==> src/rtl/spin_round_sequencer.sv <==
// Round sequencer for the LED roulette game: launches a spin, waits for the
// spinner, lets the result settle, evaluates the hit, asks the money manager
// to update and holds the result on display before closing the round.
module spin_round_sequencer #(
   parameter int unsigned SETTLE_CYCLES  = 4,
   parameter int unsigned HOLD_CYCLES    = 50_000_000,
   parameter int unsigned TIMEOUT_CYCLES = 400_000_000
) (
   input  logic       clk,
   input  logic       rst,
   input  logic       round_req,
   input  logic       abort,
   input  logic [2:0] bet_count,
   input  logic       spin_done,
   input  logic [2:0] result_pos,
   input  logic [2:0] hit_count,
   output logic       spin_start,
   output logic       update_req,
   output logic       round_done,
   output logic       bad_req,
   output logic       busy,
   output logic       win,
   output logic [2:0] latched_result,
   output logic [2:0] latched_bets,
   output logic       timeout_err,
   output logic [7:0] round_cnt
);

   typedef enum logic [3:0] {
      S_IDLE,
      S_LAUNCH,
      S_SPIN_WAIT,
      S_SETTLE,
      S_EVAL,
      S_UPDATE,
      S_HOLD,
      S_DONE,
      S_ERROR
   } state_t;

   state_t      state_q, state_d;
   logic [31:0] timer_q, timer_d;
   logic [31:0] timer_inc;
   logic        bet_ok;

   logic        spin_start_q, spin_start_d;
   logic        update_req_q, update_req_d;
   logic        round_done_q, round_done_d;
   logic        bad_req_q, bad_req_d;
   logic        busy_q, busy_d;
   logic        win_q, win_d;
   logic        timeout_err_q, timeout_err_d;
   logic [2:0]  latched_result_q, latched_result_d;
   logic [2:0]  latched_bets_q, latched_bets_d;
   logic [7:0]  round_cnt_q, round_cnt_d;

   assign bet_ok    = (bet_count != 3'd0) && (bet_count <= 3'd4);
   assign timer_inc = timer_q + 32'd1;

   // Next state, shared phase timer and the next value of every registered output.
   always_comb begin
      // NOTE: every variable gets its default first, so no branch can leave one unassigned and infer a latch.
      state_d          = state_q;
      timer_d          = timer_q;
      win_d            = win_q;
      latched_result_d = latched_result_q;
      latched_bets_d   = latched_bets_q;
      round_cnt_d      = round_cnt_q;
      bad_req_d        = 1'b0;

      case (state_q)
         S_IDLE: begin
            if (round_req && !abort) begin
               if (bet_ok) begin
                  latched_bets_d = bet_count;
                  win_d          = 1'b0;
                  state_d        = S_LAUNCH;
               end else begin
                  bad_req_d = 1'b1;
               end
            end
         end
         S_LAUNCH: begin
            timer_d = '0;
            state_d = S_SPIN_WAIT;
         end
         S_SPIN_WAIT: begin
            // A spin_done on the timeout edge still counts as a good spin.
            if (spin_done) begin
               latched_result_d = result_pos;
               timer_d          = '0;
               state_d          = S_SETTLE;
            end else if (timer_inc == TIMEOUT_CYCLES - 1) begin
               timer_d = '0;
               state_d = S_ERROR;
            end else begin
               timer_d = timer_inc;
            end
         end
         S_SETTLE: begin
            if (timer_q == SETTLE_CYCLES - 1) begin
               timer_d = '0;
               state_d = S_EVAL;
            end else begin
               timer_d = timer_inc;
            end
         end
         S_EVAL: begin
            win_d   = (hit_count != 3'd0);
            state_d = S_UPDATE;
         end
         S_UPDATE: begin
            timer_d = '0;
            state_d = S_HOLD;
         end
         S_HOLD: begin
            if (timer_q == HOLD_CYCLES - 1) begin
               timer_d = '0;
               state_d = S_DONE;
            end else begin
               timer_d = timer_inc;
            end
         end
         S_DONE:  state_d = S_IDLE;
         S_ERROR: state_d = S_ERROR;
         default: state_d = S_IDLE;
      endcase

      // Abort outranks round_req, spin_done and timeout; a round already in DONE completes.
      if (abort) begin
         case (state_q)
            S_LAUNCH, S_SPIN_WAIT, S_SETTLE, S_EVAL, S_UPDATE, S_HOLD: begin
               state_d          = S_IDLE;
               timer_d          = '0;
               win_d            = 1'b0;
               latched_result_d = latched_result_q;
            end
            S_ERROR: begin
               state_d = S_IDLE;
               timer_d = '0;
            end
            default: ;
         endcase
      end

      if ((state_q == S_HOLD) && (state_d == S_DONE)) begin
         round_cnt_d = round_cnt_q + 8'd1;
      end

      // Pulses and flags follow the state being entered, so they line up with it.
      spin_start_d  = (state_d == S_LAUNCH);
      update_req_d  = (state_d == S_UPDATE);
      round_done_d  = (state_d == S_DONE);
      busy_d        = (state_d != S_IDLE) && (state_d != S_ERROR);
      timeout_err_d = (state_d == S_ERROR);
   end

   // State, timer and output registers with synchronous active-low reset.
   always_ff @(posedge clk) begin
      if (!rst) begin
         state_q          <= S_IDLE;
         timer_q          <= '0;
         spin_start_q     <= 1'b0;
         update_req_q     <= 1'b0;
         round_done_q     <= 1'b0;
         bad_req_q        <= 1'b0;
         busy_q           <= 1'b0;
         win_q            <= 1'b0;
         timeout_err_q    <= 1'b0;
         latched_result_q <= '0;
         latched_bets_q   <= '0;
         round_cnt_q      <= '0;
      end else begin
         // NOTE: non-blocking assignments so every flop samples pre-edge values, independent of statement order.
         state_q          <= state_d;
         timer_q          <= timer_d;
         spin_start_q     <= spin_start_d;
         update_req_q     <= update_req_d;
         round_done_q     <= round_done_d;
         bad_req_q        <= bad_req_d;
         busy_q           <= busy_d;
         win_q            <= win_d;
         timeout_err_q    <= timeout_err_d;
         latched_result_q <= latched_result_d;
         latched_bets_q   <= latched_bets_d;
         round_cnt_q      <= round_cnt_d;
      end
   end

   assign spin_start     = spin_start_q;
   assign update_req     = update_req_q;
   assign round_done     = round_done_q;
   assign bad_req        = bad_req_q;
   assign busy           = busy_q;
   assign win            = win_q;
   assign timeout_err    = timeout_err_q;
   assign latched_result = latched_result_q;
   assign latched_bets   = latched_bets_q;
   assign round_cnt      = round_cnt_q;

endmodule

==> config.mk <==
export PLATFORM = sky130hd
export DESIGN_NAME = spin_round_sequencer
export DESIGN_NICKNAME = d
export VERILOG_FILES = /design/src/rtl/spin_round_sequencer.sv
export SDC_FILE = /design/constraint.sdc
export NUM_CORES = 1
export LEC_CHECK = 0
export ABC_AREA = 1
export BUFFER_PORTS_ARGS = -buffer_cell sky130_fd_sc_hd__buf_2
export CORE_ASPECT_RATIO = 1.2
export CORE_MARGIN = 4
export CORE_UTILIZATION = 60
export CTS_BUF_LIST = sky130_fd_sc_hd__clkbuf_4
export DETAILED_ROUTE_END_ITERATION = 7
export MAX_ROUTING_LAYER = met4
export PLACE_DENSITY_LB_ADDON = 0.05
export SKIP_CTS_REPAIR_TIMING = 1
export SLEW_MARGIN = 20
export SYNTH_ARGS = -nofsm -noshare
export SYNTH_HDL_FRONTEND = slang
export SYNTH_SLANG_ARGS = --single-unit
==> constraint.sdc <==
create_clock -name clk -period 2.74 [get_ports clk]
set_input_delay 0.822 -clock clk [delete_from_list [all_inputs] [get_ports clk]]
set_output_delay 0.822 -clock clk [all_outputs]
set_load 0.02 [all_outputs]
==> results.cfg <==
[run_status]
status = finished clean

[critical_path]
rr_startpoint = timer_q[0]
worst-r2r-cell-count = 19
timing.rr.end = timer_q[25]
cp.arrival_ns = 2.86
start_kind = flop
cp_data_required_time_ns = 3.07
cp-end-kind = flop
reg2reg_setup_slack_ns = 0.22
crit_path_max_fanout = 27
path_class = reg2reg

[clock_network]
cts_buffers = 9
cts.path.max_buffers = 2
cts_max_level = 3
cts.clk_slew.worst_paths_ns = 0.12
cts_num_sinks = 57
cts.root.buffer_cell = clkbuf_4
clock_insertion_delay_worst_skew_ns = 0.41
cts_tree = done

[yosys]
yosys.area.top_type_share_pct = 28.9
synth_compound_area_share_pct = 6.15
synthAdderAreaFrac_pct = 0.951
synth_ff_type = dfxtp_1
synth_top_area_cell = dfxtp_1
async_flop_share_pct = 0
synth_nets = 678
synth_mux_area_share_pct = 0
netlist_top_cells_count = nand2_1 (230), inv_1 (98), nor2_1 (94), dfxtp_1 (57), nand3_1 (42)
synth-simple-area-share_pct = 51.2
seq_area_frac_synth_pct = 28.9
netlist_area_mm2 = 0.00395
ys_top_cells_by_area = dfxtp_1 (29%), nand2_1 (22%), inv_1 (9.3%), nor2_1 (8.9%), nand3_1 (5.3%)
ys.warnings.count = 0
ys_ff_latch = 57
syn_avg_cell_area_um2 = 5.97
ys_types = 35
synth_xor_area_share_pct = 0.887
synth_edf_count = 0
synth_cells = 661
synth_top_family_by_area = simple AND/OR/NAND/NOR gates
synth_most_common_cell = nand2_1

[timing]
finClkSkew_ns = 0.0213
maxSlewViolCount = 0
finalHoldViolCount = 0
timing.setup.tns_ns = 0
timing.final.crit_share_pct = 92.2
rsz0062_at_grt = no
worst_pin_slew_ns = 0.582
period_needed_ns = 2.52
fmax_mhz = 396
hold-worst-slack_ns = 0.469
slew_headroom_pct = 60.9
finalSetupViolations = 0

[power_and_ir_drop]
p_int_w = 0.00132
p_leak_nw = 2.15
switchingPower_w = 0.000407
clkPwrFrac_pct = 47.1
p_seq_share_pct = 48.4
total_power_w = 0.00173
ir_drop_mv = 0.305
p_sw_share_pct = 23.6
comb_power_share_pct = 4.5
power.density_mw_per_mm2 = 387

[global_route]
grt_util_all_layers_pct = 28.9
grt_pass1_wl_um = 17800
overflow = 0
antenna_found_initial = 0
grt_pass1_vias = 4053
grt_max_degree = 29

[die]
rows = 32
die_area_mm2 = 0.00795
start_util_pct = 61.6
chipWidth_um = 82.0
ioPinCount = 35
coreArea_mm2 = 0.00641
die_y_um = 96.9

[routing]
final_antenna_net_count = 0
dr.pass1.iters = 5
wl_per_cell_um = 13.2
drt-total-wl_um = 10500
vias = 4255
routed_via_density = 5.35
drt_iter0_drc = 245
drc = 0

[placed_design]
place_area_mm2 = 0.00424
dpl.hpwl_um = 7930
port_buffers = 34
gp_congestion = 0.966

[worst_hold_path]
hold_path_class = reg2reg
min_path_cells = 2
holdPathEnd = latched_bets[1]
hp-start = latched_bets[1]

[finish]
nets = 723
final_area_mm2 = 0.00446
n_antenna_cell = 0
area_growth_syn_to_layout_pct = 13.0
final_core_util_pct = 69.6
drive_gt1_share_pct = 15.2

[flow_run]
cap_viol_max_count = 0
[flip-flops by register name, summed over array words and instances (netlist names)]
signal and count:
busy 1, bad_req 1, update_req 1, latched_bets 3, spin_start 1, timeout_err 1
round_done 1, latched_result 3, state_q 4, round_cnt 8, win 1, timer_q 32
[layout make-up]
class,instances,area (µm²)
multi-input cells,489,2350
fillers,584,1940
flip-flops and latches,57,1150
inverters,104,390
repair buffers,45,278
clock inverters,7,119
well taps,85,106
clock buffers,9,67.6
[worst max-delay path by stage]
stage                   end  depth (start not counted)       start
2_1_floorplan  round_cnt[6]                         13       abort
3_3_place_gp    timer_q[16]                         19  timer_q[1]
3_5_place_dp    timer_q[25]                         19  timer_q[1]
4_1_cts         timer_q[25]                         19  timer_q[0]
5_1_grt         timer_q[25]                         19  timer_q[0]
6_report        timer_q[25]                         19  timer_q[0]
[kinds of logic (layout without fill, tap and decap cells)]
group / after synthesis / after routing
xor+xnor: 4 / 4
fa+ha+maj: 3 / 3
buf+inv: 115 / 165
simple gates: 441 / 441
compound gates: 41 / 41
flops: 57 / 57
[placed cells by master (no fill, tap or decap), types with 2 or more instances in the layout]
master       n
nand2_4      3
nor4_1       2
a21oi_1     15
a2111oi_0    2
o21ai_1      2
buf_12       2
nand3b_1    19
clkbuf_4     9
buf_2       34
nor2_4       8
clkinv_1     2
inv_2        5
nor3_1       6
inv_1       98
o21ai_0     12
nand3_4      3
clkinv_4     2
nor2_2       9
a31oi_1      3
xor2_1       4
nand2_1    230
nand4_1     12
dfxtp_2      4
nand2_2      8
nor2_1      91
ha_1         2
or2_2        2
bufinv_16    3
buf_4        9
o211ai_1     3
nor3_2       2
dfxtp_1     53
o2111a_1     2
nand3_2      3
nand3_1     42
[critical path: stages (launching register included)]
cell      delay (ns)
dfxtp_2         0.37
ha_4            0.16
nand2_2         0.08
nor2_4          0.20
nand2_2         0.12
nor2_4          0.19
nand2_1         0.07
nand2_1         0.06
nand2_1         0.06
nor2_1          0.16
nand2_1         0.09
nor2_2          0.14
nand3_2         0.12
nand3_4         0.11
nand3_4         0.08
buf_12          0.18
nand3b_1        0.12
nand2_1         0.06
nand2_1         0.06
inv_1           0.03
[per-stage QoR]
stage,instances,setup WS (ns)
after floorplan,661,0.452
after global placement,779,0.178
after detailed placement,779,0.151
after CTS,795,0.136
after global routing,796,0.00299
final,796,0.215
[per-layer routing]
layer	track usage (%)	up-vias	wire (µm)
met4	14.8	0	480
met3	5.49	40	547
met2	46.2	160	5110
met1	33.6	1909	4390
li1	-	2146	-
met5	-	-	0
[power by group through the flow]
stage	Combinational, W	Clock, W	Sequential (W)
after floorplan	0.0000406	0	0.000859
after global placement	0.0000760	0	0.000854
after detailed placement	0.0000778	0	0.000855
after CTS	0.0000781	0.000828	0.000836
after global routing	0.0000863	0.000863	0.000837
final	0.0000780	0.000813	0.000836
Note: power is estimated with default switching activity, not from simulation.
